## src/rtl/hidden_seq_pkg.sv

```systemverilog
// hidden_pkg: shared definitions for the time-multiplexed hidden layer.
//   state_t   - sequencer states (IDLE / MAC / DONE)
//   ACT_*     - activation select codes carried on i_mode
//   sat_s     - signed saturation of a wide value to a narrower signed width
package hidden_pkg;

  typedef enum logic [1:0] {
    ST_IDLE = 2'd0,
    ST_MAC  = 2'd1,
    ST_DONE = 2'd2
  } state_t;

  localparam logic [1:0] ACT_LIN  = 2'd0;
  localparam logic [1:0] ACT_RELU = 2'd1;
  localparam logic [1:0] ACT_HSIG = 2'd2;

  // Widest value sat_s can take; callers sign-extend into this width.
  localparam int SAT_MAXW = 128;

  // Clamp v to the range of a w-bit signed number. The result is still
  // SAT_MAXW wide; the caller keeps the low w bits.
  function automatic logic signed [SAT_MAXW-1:0] sat_s(
    input logic signed [SAT_MAXW-1:0] v,
    input int unsigned                w
  );
    logic signed [SAT_MAXW-1:0] hi;
    logic signed [SAT_MAXW-1:0] lo;
    hi = $signed((SAT_MAXW'(1) << (w - 1)) - SAT_MAXW'(1));
    lo = ~hi;
    if (v > hi)      return hi;
    else if (v < lo) return lo;
    else             return v;
  endfunction

endpackage

```

## src/rtl/hidden_seq_if.sv

```systemverilog
// hidden_seq_if: weight-write port, input-vector handshake and result
// handshake of the hidden layer, bundled for the top-level port list.
//   wr/wr_addr/wr_data  weight/bias write port (entry j*(NUM_INPUT+1)+i)
//   i_mode              activation select, latched with the input vector
//   i_valid/i_ready/i_k input vector handshake
//   o_valid/o_ready/o   result vector handshake
//
// Handshake rule for both channels: a transfer happens on a rising clock
// edge where valid and ready are both high. The producer holds valid and
// data stable until that edge; ready never depends combinationally on
// valid, and valid never depends combinationally on ready.
interface hidden_seq_if #(
  parameter int NUM_INPUT = 2,
  parameter int NUM_PCTN  = 2,
  parameter int WIDTH     = 32
);
  localparam int ADDR_W = $clog2(NUM_PCTN * (NUM_INPUT + 1));

  logic                          wr;
  logic [ADDR_W-1:0]             wr_addr;
  logic [WIDTH-1:0]              wr_data;
  logic [1:0]                    i_mode;
  logic                          i_valid;
  logic                          i_ready;
  logic [NUM_INPUT*WIDTH-1:0]    i_k;
  logic                          o_valid;
  logic                          o_ready;
  logic [NUM_PCTN*WIDTH-1:0]     o;

  modport master (
    output wr, wr_addr, wr_data, i_mode, i_valid, i_k, o_ready,
    input  i_ready, o_valid, o
  );

  modport slave (
    input  wr, wr_addr, wr_data, i_mode, i_valid, i_k, o_ready,
    output i_ready, o_valid, o
  );
endinterface

```

## src/rtl/hidden_seq_act_unit.sv

```systemverilog
// act_unit: combinational post-processing of one perceptron sum.
//   acc_i  - full-precision accumulator (Q with 2*FRAC fractional bits)
//   mode_i - activation select (linear / ReLU / hard sigmoid; 3 = linear)
//   y_o    - activated result, WIDTH-bit signed Q(WIDTH-FRAC).FRAC
// Steps: arithmetic shift right by FRAC (truncating), saturate to WIDTH,
// then apply the activation.
module act_unit
  import hidden_pkg::*;
#(
  parameter int WIDTH = 32,
  parameter int FRAC  = 16,
  parameter int ACC_W = 66
) (
  input  logic signed [ACC_W-1:0] acc_i,
  input  logic [1:0]              mode_i,
  output logic [WIDTH-1:0]        y_o
);
  localparam logic signed [WIDTH-1:0] ONE  = $signed({{(WIDTH-1){1'b0}}, 1'b1} << FRAC);
  localparam logic signed [WIDTH-1:0] HALF = $signed({{(WIDTH-1){1'b0}}, 1'b1} << (FRAC - 1));

  logic signed [ACC_W-1:0]    r_sh;
  logic signed [SAT_MAXW-1:0] r_ext;
  logic signed [SAT_MAXW-1:0] r_sat;
  logic signed [WIDTH-1:0]    r;
  logic signed [WIDTH-1:0]    hs;

  always_comb begin
    r_sh  = acc_i >>> FRAC;
    r_ext = {{(SAT_MAXW-ACC_W){r_sh[ACC_W-1]}}, r_sh};
    r_sat = sat_s(r_ext, WIDTH);
    r     = r_sat[WIDTH-1:0];
    // (r >>> 2) + 0.5 cannot overflow WIDTH because FRAC < WIDTH-2.
    hs    = (r >>> 2) + HALF;
    y_o   = r;
    case (mode_i)
      ACT_RELU: y_o = r[WIDTH-1] ? '0 : r;
      ACT_HSIG: begin
        if (hs < 0)        y_o = '0;
        else if (hs > ONE) y_o = ONE;
        else               y_o = hs;
      end
      default:  y_o = r;
    endcase
  end
endmodule

```

## src/rtl/hidden_seq.sv

```systemverilog
// hidden_seq: hidden layer of NUM_PCTN perceptrons x NUM_INPUT inputs
// evaluated on one shared multiply-accumulate, one product per clock.
//   clk, rst - clock, asynchronous active-high reset
//   bus      - hidden_seq_if slave: weight writes, input and result handshakes
//   state_o  - current sequencer state, for observation
// Weight file entry j*(NUM_INPUT+1)+i holds w[j][i]; i == NUM_INPUT is bias j.
module hidden_seq
  import hidden_pkg::*;
#(
  parameter int NUM_INPUT = 2,
  parameter int NUM_PCTN  = 2,
  parameter int WIDTH     = 32,
  parameter int FRAC      = 16
) (
  input  logic            clk,
  input  logic            rst,
  hidden_seq_if.slave     bus,
  output state_t          state_o
);
  localparam int NENT   = NUM_PCTN * (NUM_INPUT + 1);
  localparam int ADDR_W = $clog2(NENT);
  localparam int PW     = 2 * WIDTH;
  localparam int ACC_W  = PW + $clog2(NUM_INPUT + 1);
  localparam int IW     = (NUM_INPUT > 1) ? $clog2(NUM_INPUT) : 1;
  localparam int JW     = (NUM_PCTN  > 1) ? $clog2(NUM_PCTN)  : 1;

  state_t                     state_q, state_d;
  logic [WIDTH-1:0]           w_q [NENT];
  logic [NUM_INPUT*WIDTH-1:0] k_q;
  logic [1:0]                 mode_q;
  logic signed [ACC_W-1:0]    acc_q;
  logic [IW-1:0]              i_q;
  logic [JW-1:0]              j_q;
  logic [NUM_PCTN*WIDTH-1:0]  o_q;

  logic                       last_i, last_j, we;
  logic [WIDTH-1:0]           k_sel, w_sel, b_next;
  logic [ADDR_W-1:0]          w_idx, b_idx;
  logic signed [PW-1:0]       prod;
  logic signed [ACC_W-1:0]    acc_sum, bias0_acc, bnext_acc;
  logic [WIDTH-1:0]           act_y;

  // ---------------- FSM next state ----------------
  always_comb begin
    state_d = state_q;
    case (state_q)
      ST_IDLE: if (bus.i_valid)      state_d = ST_MAC;
      ST_MAC:  if (last_i && last_j) state_d = ST_DONE;
      ST_DONE: if (bus.o_ready)      state_d = ST_IDLE;
      default:                       state_d = ST_IDLE;
    endcase
  end

  // ---------------- MAC datapath ----------------
  always_comb begin
    last_i = (i_q == IW'(NUM_INPUT - 1));
    last_j = (j_q == JW'(NUM_PCTN - 1));
    k_sel  = k_q[int'(i_q)*WIDTH +: WIDTH];
    w_idx  = ADDR_W'(int'(j_q) * (NUM_INPUT + 1) + int'(i_q));
    w_sel  = w_q[w_idx];
    prod   = PW'($signed(k_sel)) * PW'($signed(w_sel));
    acc_sum = acc_q + ACC_W'(prod);
    // Bias is scaled by << FRAC so it lines up with the 2*FRAC product scale.
    bias0_acc = ACC_W'($signed(w_q[NUM_INPUT])) <<< FRAC;
    // Bias for the following perceptron; index held in range on the last one.
    b_idx = last_j ? ADDR_W'(NUM_INPUT)
                   : ADDR_W'((int'(j_q) + 1) * (NUM_INPUT + 1) + NUM_INPUT);
    b_next    = w_q[b_idx];
    bnext_acc = ACC_W'($signed(b_next)) <<< FRAC;
    // Writes are blocked during MAC so weights stay stable for a pass.
    we = bus.wr && (state_q != ST_MAC) && (int'(bus.wr_addr) < NENT);
  end

  act_unit #(.WIDTH(WIDTH), .FRAC(FRAC), .ACC_W(ACC_W)) u_act (
    .acc_i  (acc_sum),
    .mode_i (mode_q),
    .y_o    (act_y)
  );

  // ---------------- State and data registers ----------------
  always_ff @(posedge clk or posedge rst) begin
    if (rst) begin
      state_q <= ST_IDLE;
      for (int n = 0; n < NENT; n++) w_q[n] <= '0;
      k_q    <= '0;
      mode_q <= ACT_LIN;
      acc_q  <= '0;
      i_q    <= '0;
      j_q    <= '0;
      o_q    <= '0;
    end else begin
      state_q <= state_d;
      if (we) w_q[bus.wr_addr] <= bus.wr_data;
      case (state_q)
        ST_IDLE: begin
          if (bus.i_valid) begin
            k_q    <= bus.i_k;
            mode_q <= bus.i_mode;
            // Reads bias0 before any same-edge write lands.
            acc_q  <= bias0_acc;
            i_q    <= '0;
            j_q    <= '0;
          end
        end
        ST_MAC: begin
          if (last_i) begin
            o_q[int'(j_q)*WIDTH +: WIDTH] <= act_y;
            acc_q <= bnext_acc;
            i_q   <= '0;
            j_q   <= last_j ? '0 : j_q + JW'(1);
          end else begin
            acc_q <= acc_sum;
            i_q   <= i_q + IW'(1);
          end
        end
        default: ;
      endcase
    end
  end

  assign bus.i_ready = (state_q == ST_IDLE);
  assign bus.o_valid = (state_q == ST_DONE);
  assign bus.o       = o_q;
  assign state_o     = state_q;

endmodule

```

## src/flat_wrapper.sv

```systemverilog
// flat-port wrapper written by rule: the top's interface ports become plain ports
module hidden_seq_flat import hidden_pkg::*;
#(
  parameter int NUM_INPUT = 2,
  parameter int NUM_PCTN  = 2,
  parameter int WIDTH     = 32,
  parameter int FRAC      = 16
)
  (clk, rst, state_o, bus_wr, bus_wr_addr, bus_wr_data, bus_i_mode, bus_i_valid, bus_i_k, bus_o_ready, bus_i_ready, bus_o_valid, bus_o);
  hidden_seq_if #(.NUM_INPUT(NUM_INPUT), .NUM_PCTN(NUM_PCTN), .WIDTH(WIDTH)) bus_i ();
  input  logic clk;
  input  logic rst;
  output state_t state_o;
  input wire logic [$bits(bus_i.wr)-1:0] bus_wr;
  input wire logic [$bits(bus_i.wr_addr)-1:0] bus_wr_addr;
  input wire logic [$bits(bus_i.wr_data)-1:0] bus_wr_data;
  input wire logic [$bits(bus_i.i_mode)-1:0] bus_i_mode;
  input wire logic [$bits(bus_i.i_valid)-1:0] bus_i_valid;
  input wire logic [$bits(bus_i.i_k)-1:0] bus_i_k;
  input wire logic [$bits(bus_i.o_ready)-1:0] bus_o_ready;
  output wire logic [$bits(bus_i.i_ready)-1:0] bus_i_ready;
  output wire logic [$bits(bus_i.o_valid)-1:0] bus_o_valid;
  output wire logic [$bits(bus_i.o)-1:0] bus_o;
  assign bus_i.wr = bus_wr;
  assign bus_i.wr_addr = bus_wr_addr;
  assign bus_i.wr_data = bus_wr_data;
  assign bus_i.i_mode = bus_i_mode;
  assign bus_i.i_valid = bus_i_valid;
  assign bus_i.i_k = bus_i_k;
  assign bus_i.o_ready = bus_o_ready;
  assign bus_i_ready = bus_i.i_ready;
  assign bus_o_valid = bus_i.o_valid;
  assign bus_o = bus_i.o;
  hidden_seq #(.NUM_INPUT(NUM_INPUT), .NUM_PCTN(NUM_PCTN), .WIDTH(WIDTH), .FRAC(FRAC)) u_core (.clk(clk), .rst(rst), .bus(bus_i), .state_o(state_o));
endmodule
```

## config.mk

```make
export PLATFORM = sky130hd
export DESIGN_NAME = hidden_seq_flat
export DESIGN_NICKNAME = d
export VERILOG_FILES = /design/src/rtl/hidden_seq_pkg.sv /design/src/rtl/hidden_seq_if.sv /design/src/rtl/hidden_seq_act_unit.sv /design/src/rtl/hidden_seq.sv /design/src/flat_wrapper.sv
export SDC_FILE = /design/constraint.sdc
export NUM_CORES = 2
export LEC_CHECK = 0
export ABC_AREA = 1
export BUFFER_PORTS_ARGS = -buffer_cell sky130_fd_sc_hd__buf_4
export CAP_MARGIN = 15
export CORE_AREA = 8 8 394 396
export CTS_CLUSTER_SIZE = 12
export DETAILED_ROUTE_END_ITERATION = 6
export DIE_AREA = 0 0 402 404
export PLACE_DENSITY = 0.56
export SETUP_SLACK_MARGIN = 0.02
export SLEW_MARGIN = 0
export SYNTH_ARGS = -nofsm -noshare
export SYNTH_HDL_FRONTEND = slang
export SYNTH_SLANG_ARGS = --single-unit
```

## constraint.sdc

```tcl
create_clock -name clk -period 24.7 [get_ports clk]
set_input_delay 7.41 -clock clk [delete_from_list [all_inputs] [get_ports clk]]
set_output_delay 7.41 -clock clk [all_outputs]
set_load 0.05 [all_outputs]
```

==> flow_summary.yaml <==
layout:
  final_common_cell: "inv_1"
  nets: 8642
  area_delta_synth_final_pct: 8.957
  antenna_cells: 0
  mostFrequentLayoutCells: "inv_1 (1625), nand2_1 (1402), fa_1 (1233)"
  num-fill-cells: 14890
  drive_gt1_share_pct: 7.338
logic_synthesis:
  ys_seq_area_share_pct: 16.58
  syn_nets: 8600
  avgSynthCellArea_um2: 8.414
  synthCells: 7033
  synth_edf_count: 0
  synth_warnings: 0
  yosys_most_used_dff: "dfrtp_1"
  async_flop_share_pct: 100.0
  yosysTopAreaCell: "fa_1"
  ys_types: 52
  yosysTopAreaCellShare_pct: 41.71
  yosys-top-cells-area: "fa_1 (42%), dfrtp_1 (17%), inv_1 (10%), nand2_1 (8.9%), nor2_1 (5.1%)"
  mappedNetlistArea_um2: 59180
  synth_seq_cells: 392
timing:
  setup_tns_ns: 0
  rsz0062_at_grt: "no"
  worst_pin_slew_ns: 1.159
  setup_viol: 0
  max_freq_mhz: 68.52
  slew_headroom_pct: 22.25
  whs_ns: 0.4794
  fin_skew_ns: 0.04262
  period_share_pct: 59.08
  hold_viol_final: 0
  report.final.slew_viol_count: 0
  period_minus_slack_ns: 14.59
worst_setup_path:
  path_common_cell: "nand2_1"
  cp.required_ns: 25.29
  arrival_ns: 15.19
  crit_slowest_cell: "clkinv_1"
  cpPeakStageDelay_ns: 0.83
  crit_path_start_kind: "flip-flop"
  r2r_slack_ns: 10.11
  critical_path_class: "reg -> reg"
  cp_max_fo: 59
  cp-end-kind: "flip-flop"
route:
  vias_per_cell: 5.127
  drt-initial-drc-count: 3655
  drc_errors: 0
  vias: 46440
  avgRoutedWirePerCell_um: 22.43
  dr.pass1.iters: 6
  totalWireLength_mm: 203.1
  antenna_left: 0
global_routing:
  grt_pass1_vias: 49240
  grt_usage_pct: 25.45
  grt_max_degree: 113
  grt_pass1_wl_mm: 314.8
  antenna_found_initial: 4
  overflow: 0
floorplan:
  rows: 142
  die_area_um2: 162400
  ioPinCount: 174
  initial_core_util_pct: 39.75
  die_y_um: 404
  core_um2: 148900
  die_w_um: 402
clocking:
  cts_resized: 0
  cts_max_level: 2
  clock-root-buffer: "clkbuf_16"
  cts_tree: "done"
  cts_buffer_depth: 3
  worstSkewPairLatency_ns: 0.66
  ctsHoldBuffers: 0
  cts_buffers: 50
  clk_pin_slew_worst_paths_ns: 0.06
  postCtsSetupRepairBufs: 0
  cts_sinks: 392
run_status:
  status: "finished clean"
min_path:
  min_path_type: "reg -> reg"
run:
  cap_violations: 0
place:
  io_buffers: 173
  dp_hpwl_mm: 165.9
  gp_congestion: 0.9832
==> cell type report <==
| class | count | area [µm²] | share of cell area [%] |
|---|---|---|---|
| repair buffers | 276 | 2112 | 3.276 |
| flip-flops and latches | 392 | 9813 | 15.22 |
| inverters | 1680 | 6314 | 9.792 |
| clock inverters | 22 | 285.3 | 0.4425 |
| well taps | 1944 | 2432 | 3.772 |
| clock buffers | 69 | 1433 | 2.222 |
| multi-input cells | 4675 | 42090 | 65.28 |
==> synthesized netlist by cell type, drive strengths merged (2+ instances only) <==
master  count
a21oi     130
a221oi     21
a22o        2
a22oi      22
a32oi      10
and2        2
and3        3
buf        13
clkbuf    273
clkinv     23
dfrtp     392
fa       1233
ha        228
inv      1657
mux2       32
nand2    1433
nand3     103
nand3b      3
nand4      34
nor2      823
nor3       18
nor3b       2
nor4        3
o21a       29
o21ai     408
o21bai     17
o221ai     19
o22ai      15
o31ai      20
o32ai       4
or2         3
xnor2      21
xor2       32
==> worst max-delay path: cells and delay by family (launching register included) <==
family / cells / cell delay (ns)
flip-flops: 1 / 0.71
adder cells (fa/ha/maj): 11 / 5.12
AO/OA/AOI/OAI: 2 / 0.28
AND/OR/NAND/NOR: 31 / 4.67
buffers and inverters: 13 / 3.62
==> kinds of logic after synthesis <==
logic type / after synthesis / share of synthesized area, %
xor+xnor: 53 / 0.7971
fa+ha+maj: 1461 / 46.53
flops: 392 / 16.58
compound gates: 702 / 6.739
buf+inv: 1966 / 12.53
mux: 32 / 0.6090
simple gates: 2427 / 16.22
==> final timing paths <==
kind | start | endpoint | cells past startpoint
setup / recovery | u_core.i_q | u_core.bus.o[13] | 57
hold / removal | u_core.w_q[149] | u_core.w_q[149] | 2
setup reg to reg | u_core.i_q | u_core.bus.o[13] | 57
hold reg to reg | u_core.w_q[149] | u_core.w_q[149] | 2
max in group asynchronous | rst | u_core.acc_q[60] | 4
min in group asynchronous | rst | u_core.w_q[47] | 2
==> state kept, by name, summed over array words and instances, names as in the netlist <==
register and cells:
u_core.bus.o 64, u_core.j_q 1, u_core.w_q 160, u_core.i_q 1
u_core.acc_q 66, u_core.state_o 2, u_core.k_q 64, u_core.bias0_acc 32
u_core.mode_q 2
==> metal layers <==
metal	part of all wire [%]	track usage (%)
met5	0	0
met4	4.1	8.781
met3	8.4	5.183
met2	44	39.33
met1	43	35.80
==> metrics by stage <==
stage	util (%)	cells	cell area [µm²]	setup slack (ns)
6_report	43.30	9058	64480	10.11
2_1_floorplan	-	7033	59180	6.392
3_3_place_gp	42.11	8965	62700	10.32
4_1_cts	43.29	9057	64450	10.12
3_5_place_dp	42.13	8966	62730	10.20
5_1_grt	43.30	9058	64480	8.901
Power is left out: the tool's default activity adds up to more than one toggle a clock period on the data nets, which glitch-free logic cannot reach.
